### config.mk
export PLATFORM = sky130hd
export DESIGN_NAME = int_bit_scan
export DESIGN_NICKNAME = d
export VERILOG_FILES = /design/src/rtl/int_bit_scan.sv
export SDC_FILE = /design/constraint.sdc
export NUM_CORES = 1
export LEC_CHECK = 0
export CAP_MARGIN = 15
export CORE_ASPECT_RATIO = 2
export CORE_UTILIZATION = 59
export DETAILED_ROUTE_END_ITERATION = 8
export PLACE_DENSITY = 0.9
export SKIP_LAST_GASP = 1
export SYNTH_ARGS = -nofsm -noshare
export SYNTH_HDL_FRONTEND = slang
export SYNTH_SLANG_ARGS = --single-unit
### constraint.sdc
create_clock -name clk -period 6.8 [get_ports clk]
set_input_delay 1.36 -clock clk [delete_from_list [all_inputs] [get_ports clk]]
set_output_delay 1.36 -clock clk [all_outputs]
set_load 0.02 [all_outputs]
### src/rtl/int_bit_scan.sv
// int_bit_scan: walks a latched 64-bit operand LSB-first and streams the index
// of every set bit on a valid/ready interface, then pulses done with the
// number of indices emitted. Companion to the set/clear/get bit unit.
module int_bit_scan #(
  parameter int WIDTH = 64,  // operand width, power of 2, multiple of CHUNK
  parameter int CHUNK = 8,   // bits examined per SCAN cycle, power of 2
  parameter int IDX_W = 6    // log2(WIDTH)
) (
  input  logic             clk,
  input  logic             reset,
  input  logic             start,
  input  logic [WIDTH-1:0] opa,
  output logic             busy,
  output logic             out_valid,
  input  logic             out_ready,
  output logic [IDX_W-1:0] out_index,
  output logic             out_last,
  output logic             done,
  output logic [IDX_W:0]   count
);

  // Width of a bit position inside one chunk.
  localparam int LSB_W = (CHUNK > 1) ? $clog2(CHUNK) : 1;

  // Base of the final chunk; reaching it with nothing left ends the scan.
  localparam logic [IDX_W-1:0] LAST_CURSOR = IDX_W'(WIDTH - CHUNK);
  localparam logic [IDX_W-1:0] CURSOR_STEP = IDX_W'(CHUNK);

  // Controller states.
  localparam logic [1:0] ST_IDLE = 2'd0;
  localparam logic [1:0] ST_SCAN = 2'd1;
  localparam logic [1:0] ST_EMIT = 2'd2;
  localparam logic [1:0] ST_DONE = 2'd3;

  // State and datapath registers with their next-state values.
  logic [1:0]       state_q,     state_d;
  logic [WIDTH-1:0] shadow_q,    shadow_d;
  logic [IDX_W-1:0] cursor_q,    cursor_d;
  logic [IDX_W:0]   count_q,     count_d;
  logic             out_valid_q, out_valid_d;
  logic [IDX_W-1:0] out_index_q, out_index_d;
  logic             out_last_q,  out_last_d;
  logic             done_q,      done_d;
  logic             busy_q,      busy_d;

  // Chunk under the cursor and the position of its lowest set bit.
  logic [CHUNK-1:0] chunk_bits;
  logic             chunk_hit;
  logic [LSB_W-1:0] chunk_lsb;
  logic [IDX_W-1:0] hit_index;
  logic [WIDTH-1:0] hit_mask;
  logic             hit_is_last;
  logic             handshake;

  // Select the chunk currently being examined.
  always_comb begin
    chunk_bits = shadow_q[cursor_q +: CHUNK];
    chunk_hit  = |chunk_bits;
  end

  // Priority-encode the lowest set bit of the chunk; scanning downward lets
  // the lowest match win.
  always_comb begin
    // NOTE: every combinational output gets a default first so no path
    // through the block leaves it unassigned, which would infer a latch.
    chunk_lsb = '0;
    for (int i = CHUNK - 1; i >= 0; i--) begin
      if (chunk_bits[i]) begin
        chunk_lsb = LSB_W'(i);
      end
    end
  end

  // Absolute index of the hit and whether it is the final set bit.
  always_comb begin
    hit_index            = cursor_q + IDX_W'(chunk_lsb);
    hit_mask             = '0;
    hit_mask[hit_index]  = 1'b1;
    hit_is_last          = ~|(shadow_q & ~hit_mask);
  end

  // An index is consumed when the stream handshakes.
  always_comb begin
    handshake = out_valid_q && out_ready;
  end

  // Next-state logic for the controller and datapath.
  always_comb begin
    state_d     = state_q;
    shadow_d    = shadow_q;
    cursor_d    = cursor_q;
    count_d     = count_q;
    out_valid_d = out_valid_q;
    out_index_d = out_index_q;
    out_last_d  = out_last_q;
    done_d      = 1'b0;

    case (state_q)
      ST_IDLE: begin
        if (start) begin
          shadow_d = opa;
          cursor_d = '0;
          count_d  = '0;
          state_d  = ST_SCAN;
        end
      end

      ST_SCAN: begin
        if (chunk_hit) begin
          out_index_d = hit_index;
          out_last_d  = hit_is_last;
          out_valid_d = 1'b1;
          state_d     = ST_EMIT;
        end else if (cursor_q == LAST_CURSOR) begin
          state_d = ST_DONE;
        end else begin
          cursor_d = cursor_q + CURSOR_STEP;
        end
      end

      ST_EMIT: begin
        // out_index/out_last are untouched here, so they stay stable while
        // the consumer stalls.
        if (handshake) begin
          shadow_d[out_index_q] = 1'b0;
          count_d               = count_q + (IDX_W + 1)'(1);
          out_valid_d           = 1'b0;
          // The cursor is kept: the same chunk may hold further set bits.
          state_d               = out_last_q ? ST_DONE : ST_SCAN;
        end
      end

      ST_DONE: begin
        done_d  = 1'b1;
        state_d = ST_IDLE;
      end

      default: begin
        state_d = ST_IDLE;
      end
    endcase

    // busy follows the state being entered, so it is high through SCAN, EMIT
    // and DONE and drops together with the done pulse.
    busy_d = (state_d != ST_IDLE);
  end

  // Register all state and outputs; synchronous reset aborts any scan.
  always_ff @(posedge clk) begin
    // NOTE: sequential state uses non-blocking assignments so every register
    // samples the values from before this edge, independent of statement order.
    if (reset) begin
      state_q     <= ST_IDLE;
      shadow_q    <= '0;
      cursor_q    <= '0;
      count_q     <= '0;
      out_valid_q <= 1'b0;
      out_index_q <= '0;
      out_last_q  <= 1'b0;
      done_q      <= 1'b0;
      busy_q      <= 1'b0;
    end else begin
      state_q     <= state_d;
      shadow_q    <= shadow_d;
      cursor_q    <= cursor_d;
      count_q     <= count_d;
      out_valid_q <= out_valid_d;
      out_index_q <= out_index_d;
      out_last_q  <= out_last_d;
      done_q      <= done_d;
      busy_q      <= busy_d;
    end
  end

  // Drive ports straight from registers.
  assign busy      = busy_q;
  assign out_valid = out_valid_q;
  assign out_index = out_index_q;
  assign out_last  = out_last_q;
  assign done      = done_q;
  assign count     = count_q;

endmodule

After elaboration in Yosys (flattened, before gate mapping)
Index checks and enable logic that the tools add are counted.
Operators by class
  $add $sub $neg: 3
  order comparisons: 4
  eq/ne operators: 9
  shift-type cells: 1
  muxes and demuxes: 32
  bitwise logic cells: 4
  reductions and logical operators: 15
Operators by type and width (number)
  64-bit bitwise AND: 2
  64-bit 2-to-1 mux: 2
  64-bit NOT: 2
  64-bit one-hot mux with 2 select lines: 1
  64-bit OR reduction: 1
  64-bit by 7-bit variable part select with 8-bit output: 1
  3-bit 2-to-1 mux: 8
  6-bit 2-to-1 mux: 3
  6-bit by 7-bit < comparator with 1-bit output, second input constant: 2
  7-bit 2-to-1 mux: 2
  7-bit one-hot mux with 2 select lines: 1
  1-bit demux with 6-bit select: 2
  6-bit by 1-bit >= comparator with 1-bit output, second input constant: 2
  6-bit one-hot mux with 2 select lines: 1
  2-bit 2-to-1 mux: 5
  2-bit != test, second input constant: 5
  2-bit one-hot mux with 4 select lines: 1
  2-bit nonzero test: 4
  8-bit OR reduction: 1
  7-bit by 1-bit adder with 7-bit output, second input constant: 1
  6-bit by 3-bit adder with 6-bit output: 1
  6-bit by 4-bit adder with 6-bit output, second input constant: 1
  6-bit equality test, second input constant: 1
  3-bit AND reduction: 2
  other kinds (9): 16
Word-level totals
  register bits after elaboration: 89
  output and inout port bits: 17

Logic depth before layout (Yosys ltp)
  word-level depth: 18
  depth in mapped cells: 18
  mapped depth without buffers: 14

Worst setup path after synthesis
Ideal clock, no wire load.
  path kind: reg2reg
  start point: register cursor_q[3]
  end point: register out_last_q, in the netlist out_last
  library setup time: 0.093 ns
  arrival time: 3.719 ns
  setup slack: 2.988 ns
  cell stages (with the launch flop): 15
  period minus slack after synthesis: 3.812 ns
  path through: dfxtp_1 > buf_6 > mux4_2 > mux2_1 > a311oi_1 > ha_1 > clkbuf_1 > nand2_1 > mux2_2 > clkbuf_1 > o31a_1 > o32ai_1 > nand4_1 > or4_1 > o32ai_1
Between the ends
  cells in the longest elaborated chain, start to end: 18
  elaborated cells on any way between the ends: 21
  classes of those cells: add/sub (1); order compare (2); shift (1); mux (10); bitwise (2); reduce/logical (5)
Ends and longest elaborated chain
  start, declared: line 38  | logic [IDX_W-1:0] cursor_q, cursor_d;
  start signal, assigned: line 165  | cursor_q <= cursor_d;
  64-bit by 7-bit variable part select with 8-bit output *: line 57  | chunk_bits = shadow_q[cursor_q +: CHUNK];
  3-bit 2-to-1 mux (7 in a row): line 68  | if (chunk_bits[i]) begin
  3-bit 2-to-1 mux *: line 68
  6-bit by 3-bit adder with 6-bit output *: line 76  | hit_index = cursor_q + IDX_W'(chunk_lsb);
  net hit_index[1]: line 50  | logic [IDX_W-1:0] hit_index;
  6-bit by 7-bit < comparator with 1-bit output (implied by the code) / 6-bit by 1-bit >= comparator with 1-bit output (equally long branches): line 78  | hit_mask[hit_index] = 1'b1;
  1-bit logical AND (implied by the code): line 78
  1-bit 2-to-1 mux (implied by the code): line 78
  1-bit demux with 6-bit select *: line 78
  64-bit NOT *: line 79  | hit_is_last = ~|(shadow_q & ~hit_mask);
  64-bit bitwise AND *: line 79
  64-bit OR reduction *: line 79
  1-bit logical NOT *: line 79
  end signal, assigned: line 169  | out_last_q <= out_last_d;
  end, declared: line 42  | logic out_last_q, out_last_d;
The timed path passes the listed nets; every way through them passes the cells marked *.
A chain may end at the register's enable or synchronous reset.

Worst setup path after layout
  start point: register cursor_q[4]
  end point: register out_last_q, in the netlist out_last
Same word-level chain as after synthesis.

==> flow_summary.toml <==
[logic_synthesis]
synthCells = 679
synth_top_area_frac = 0.309
ys_seq_elements = 86
ys_types = 70
netlist_area_mm2 = 0.00556
syn_nets = 750
synth_top_cell_by_area = "dfxtp_1"
ys_top_cells_by_area = "dfxtp_1 31%, a211oi_1 8.9%, nor2_1 6.3%, nand3_1 4.5%, mux4_2 4.5%"
async_flop_share = 0
synth.avg_cell_area_um2 = 8.19
yosys_most_used_dff = "dfxtp_1"
ys_seq_area_frac = 0.309
synth-edff-count = 0
yosys_warnings = 0

[timing]
tightest_slew_ns = 1.24
setup_viol = 0
fin_crit_sh = 0.771
holdWs_ns = 0.507
worst_slack_ns = 1.56
slew_viol_final = 0
slew-limit-headroom = 0.175
min_period_ns = 5.24
fmax_mhz = 191
finClkSkew_ns = 0.0105
hold_violations = 0
rsz0062_at_grt = "no"
finalSetupTns_ns = 0

[floorplanning]
ios = 85
dieHeight_um = 139
core_mm2 = 0.00907
start_util = 0.613
die_x_um = 70.7
rows = 49
fp.dieArea_mm2 = 0.00985

[clock_tree]
clock-sinks = 86
cts_tree = "done"
cts.path.max_buffers = 2
clock_latency_ns = 0.35
root_buffer = "clkbuf_16"
cts_setup_buffers = 0
cts_buffers = 9
cts_hold_buf = 0
cts-resized-gates = 0
clkTransAtPathRegs_ns = 0.06
cts_max_level = 3

[setup_path]
max_stage_delay_ns = 0.68
ff2ff_path_depth = 12
criticalPathCategory = "reg -> reg"
worstPathRequired_ns = 7.05
crit_path_top_delay_cell = "ha_1"
crit_arrival_ns = 5.49
cp-start-kind = "flip-flop"
end_kind = "flip-flop"
worstPathCellList = "buf_4 > mux4_2 > o221ai_2 > nand2b_1 > a311oi_1 > ha_1 > clkinv_1 > nand3_1 > o32ai_1 > nand4_1 > or4_1 > o32ai_1"
critPathMostFrequentCell = "o32ai_1"
crit_fanout = 43

[global_route]
grt-ovfl-total = 0
antenna_found_initial = 0
grt_pass1_vias = 5855
grt_max_degree = 82
grtUsageTotal = 0.440
grt_first_pass_wirelength_mm = 32.7

[final_layout]
antennaDiodeCount = 0
drive_gt1_frac = 0.0870
fillers = 693
nNetsFinal = 790
utilization = 0.731
area_delta_synth_final_pct = 19.1

[pwr]
switching_share = 0.414
p_leak_nw = 2.12
comb_power_share = 0.386
power_frac_clock = 0.254
pwr_density_cell_mw_per_mm2 = 272
pwr-share-seq = 0.360
total_power_mw = 1.81
switchingPower_mw = 0.748
ir_worst_vdd_mv = 0.184
internal-power_mw = 1.06

[placement]
pre_cts_ws_ns = 1.84
portBuffers = 84
hpwl_mm = 14.8
gp_congestion = 1.07

[min_path]
min_path_cells = 2
hold_class = "reg -> reg"

[run_status]
violations = "DRC"
status = "complete, but fails checks"

[job]
cap_viol_max_count = 0

[detailed_routing]
drt_pre_antenna_iters = 8
wl_per_cell_um = 25.6
first_iter_violations = 690
ant_nets = 0
finalWirelength_mm = 21.1
via_per_inst = 7.48
vias = 6179
drc_errors = 8
## registers in the layout (all words and copies together), names as in the netlist
signal and cells:
cursor_q 3, out_index 6, shadow_q 64, state_q 2
busy 1, out_last 1, count 7, done 1
out_valid 1
## area by class of cell
class / instances / area (µm²) / area share
inverters: 6 / 22.5 / 0.00340
flip-flops and latches: 86 / 1720 / 0.260
well taps: 102 / 128 / 0.0193
multi-input cells: 521 / 3560 / 0.538
clock buffers: 11 / 233 / 0.0351
clock inverters: 5 / 33.8 / 0.00510
repair buffers: 95 / 926 / 0.140
## cells in the final DEF (no fill, tap or decap), drive strengths merged, types with 11 or more instances in the layout
master | synthesis | routed
o22ai | 34 | 34
a21oi | 11 | 11
o21ai | 37 | 37
mux2i | 24 | 24
nand3 | 50 | 50
nand4 | 13 | 13
clkbuf | 47 | 11
a211oi | 67 | 67
o41ai | 28 | 28
nor2 | 93 | 93
dfxtp | 86 | 86
nand2 | 32 | 32
mux4 | 11 | 11
buf | 19 | 12
clkdlybuf4s50 | 0 | 83
## kinds of logic (layout without fill, tap and decap cells)
family                     after synthesis  in the layout  synth area share
xor gates and xnor gates                10             10            0.0171
DFF                                     86             86             0.309
adders and majority gates                3              3           0.00675
and+or+nand+nor                        244            244             0.215
other                                    1              1          0.000674
AOI/OAI and AO/OA                      224            224             0.297
muxes                                   39             39             0.102
buffers and inverters                   72            117            0.0526
## critical path: cells and delay by family, from the launching register on
family	cells	cell delay, ns
AND/OR/NAND/NOR	4	1.47
multiplexers	1	0.62
flip-flops	1	0.31
buffers and inverters	2	0.96
adder cells (fa/ha/maj)	1	0.68
AO/OA/AOI/OAI	4	1.07
## synth_stat cells, types with 2 or more instances
cell type	number
dfxtp_1	86
nor3_1	7
nand2_1	32
nor2b_1	5
mux2i_2	2
nand2b_1	4
a31oi_1	3
nand3b_1	3
mux2i_4	2
xnor2_1	5
nand4_1	12
or2_2	5
clkbuf_1	47
mux4_2	11
or3_1	2
nand3_1	50
nor3b_1	5
mux2i_1	20
or4_1	2
o41a_1	5
and4_1	2
buf_2	9
mux2_1	2
xor2_1	4
ha_1	3
o21ai_0	34
o22ai_1	33
o32ai_1	9
and3_1	3
a22oi_1	4
inv_1	4
o21ai_1	3
and3b_1	4
a21oi_1	10
mux2_2	2
o31a_1	5
buf_1	8
nor4_1	5
and2_1	5
a211oi_1	66
o31ai_1	8
nand4b_1	2
o41ai_1	27
nor2_1	93
## routing by layer
metal / GRT usage / routed length, µm
met1: 0.505 / 7090
met2: 0.727 / 10400
met3: 0.0934 / 1970
met4: 0.288 / 1700
met5: 0 / 0
## worst paths after layout
check | start | endpoint | slack (ns)
hold / removal | count[1] | count[1] | 0.51
setup / recovery | cursor_q[4] | out_last | 1.56
hold reg to reg | count[1] | count[1] | 0.51
setup reg to reg | cursor_q[4] | out_last | 1.56
## power groups by stage
stage                     sequential, mW  clock, mW  combinational, mW
after floorplan                    0.614          0              0.476
after global placement             0.652          0              0.637
after detailed placement           0.653          0              0.655
after CTS                          0.641      0.456              0.659
after global routing               0.651      0.480              0.741
final                              0.650      0.458              0.697
## per-stage QoR
step | cells | instance area, µm²
finish | 826 | 6630
global route | 826 | 6630
CTS | 825 | 6610
detailed placement | 809 | 6350
global placement | 809 | 6350
floorplan | 679 | 5560
(Power assumes the default switching activity.)
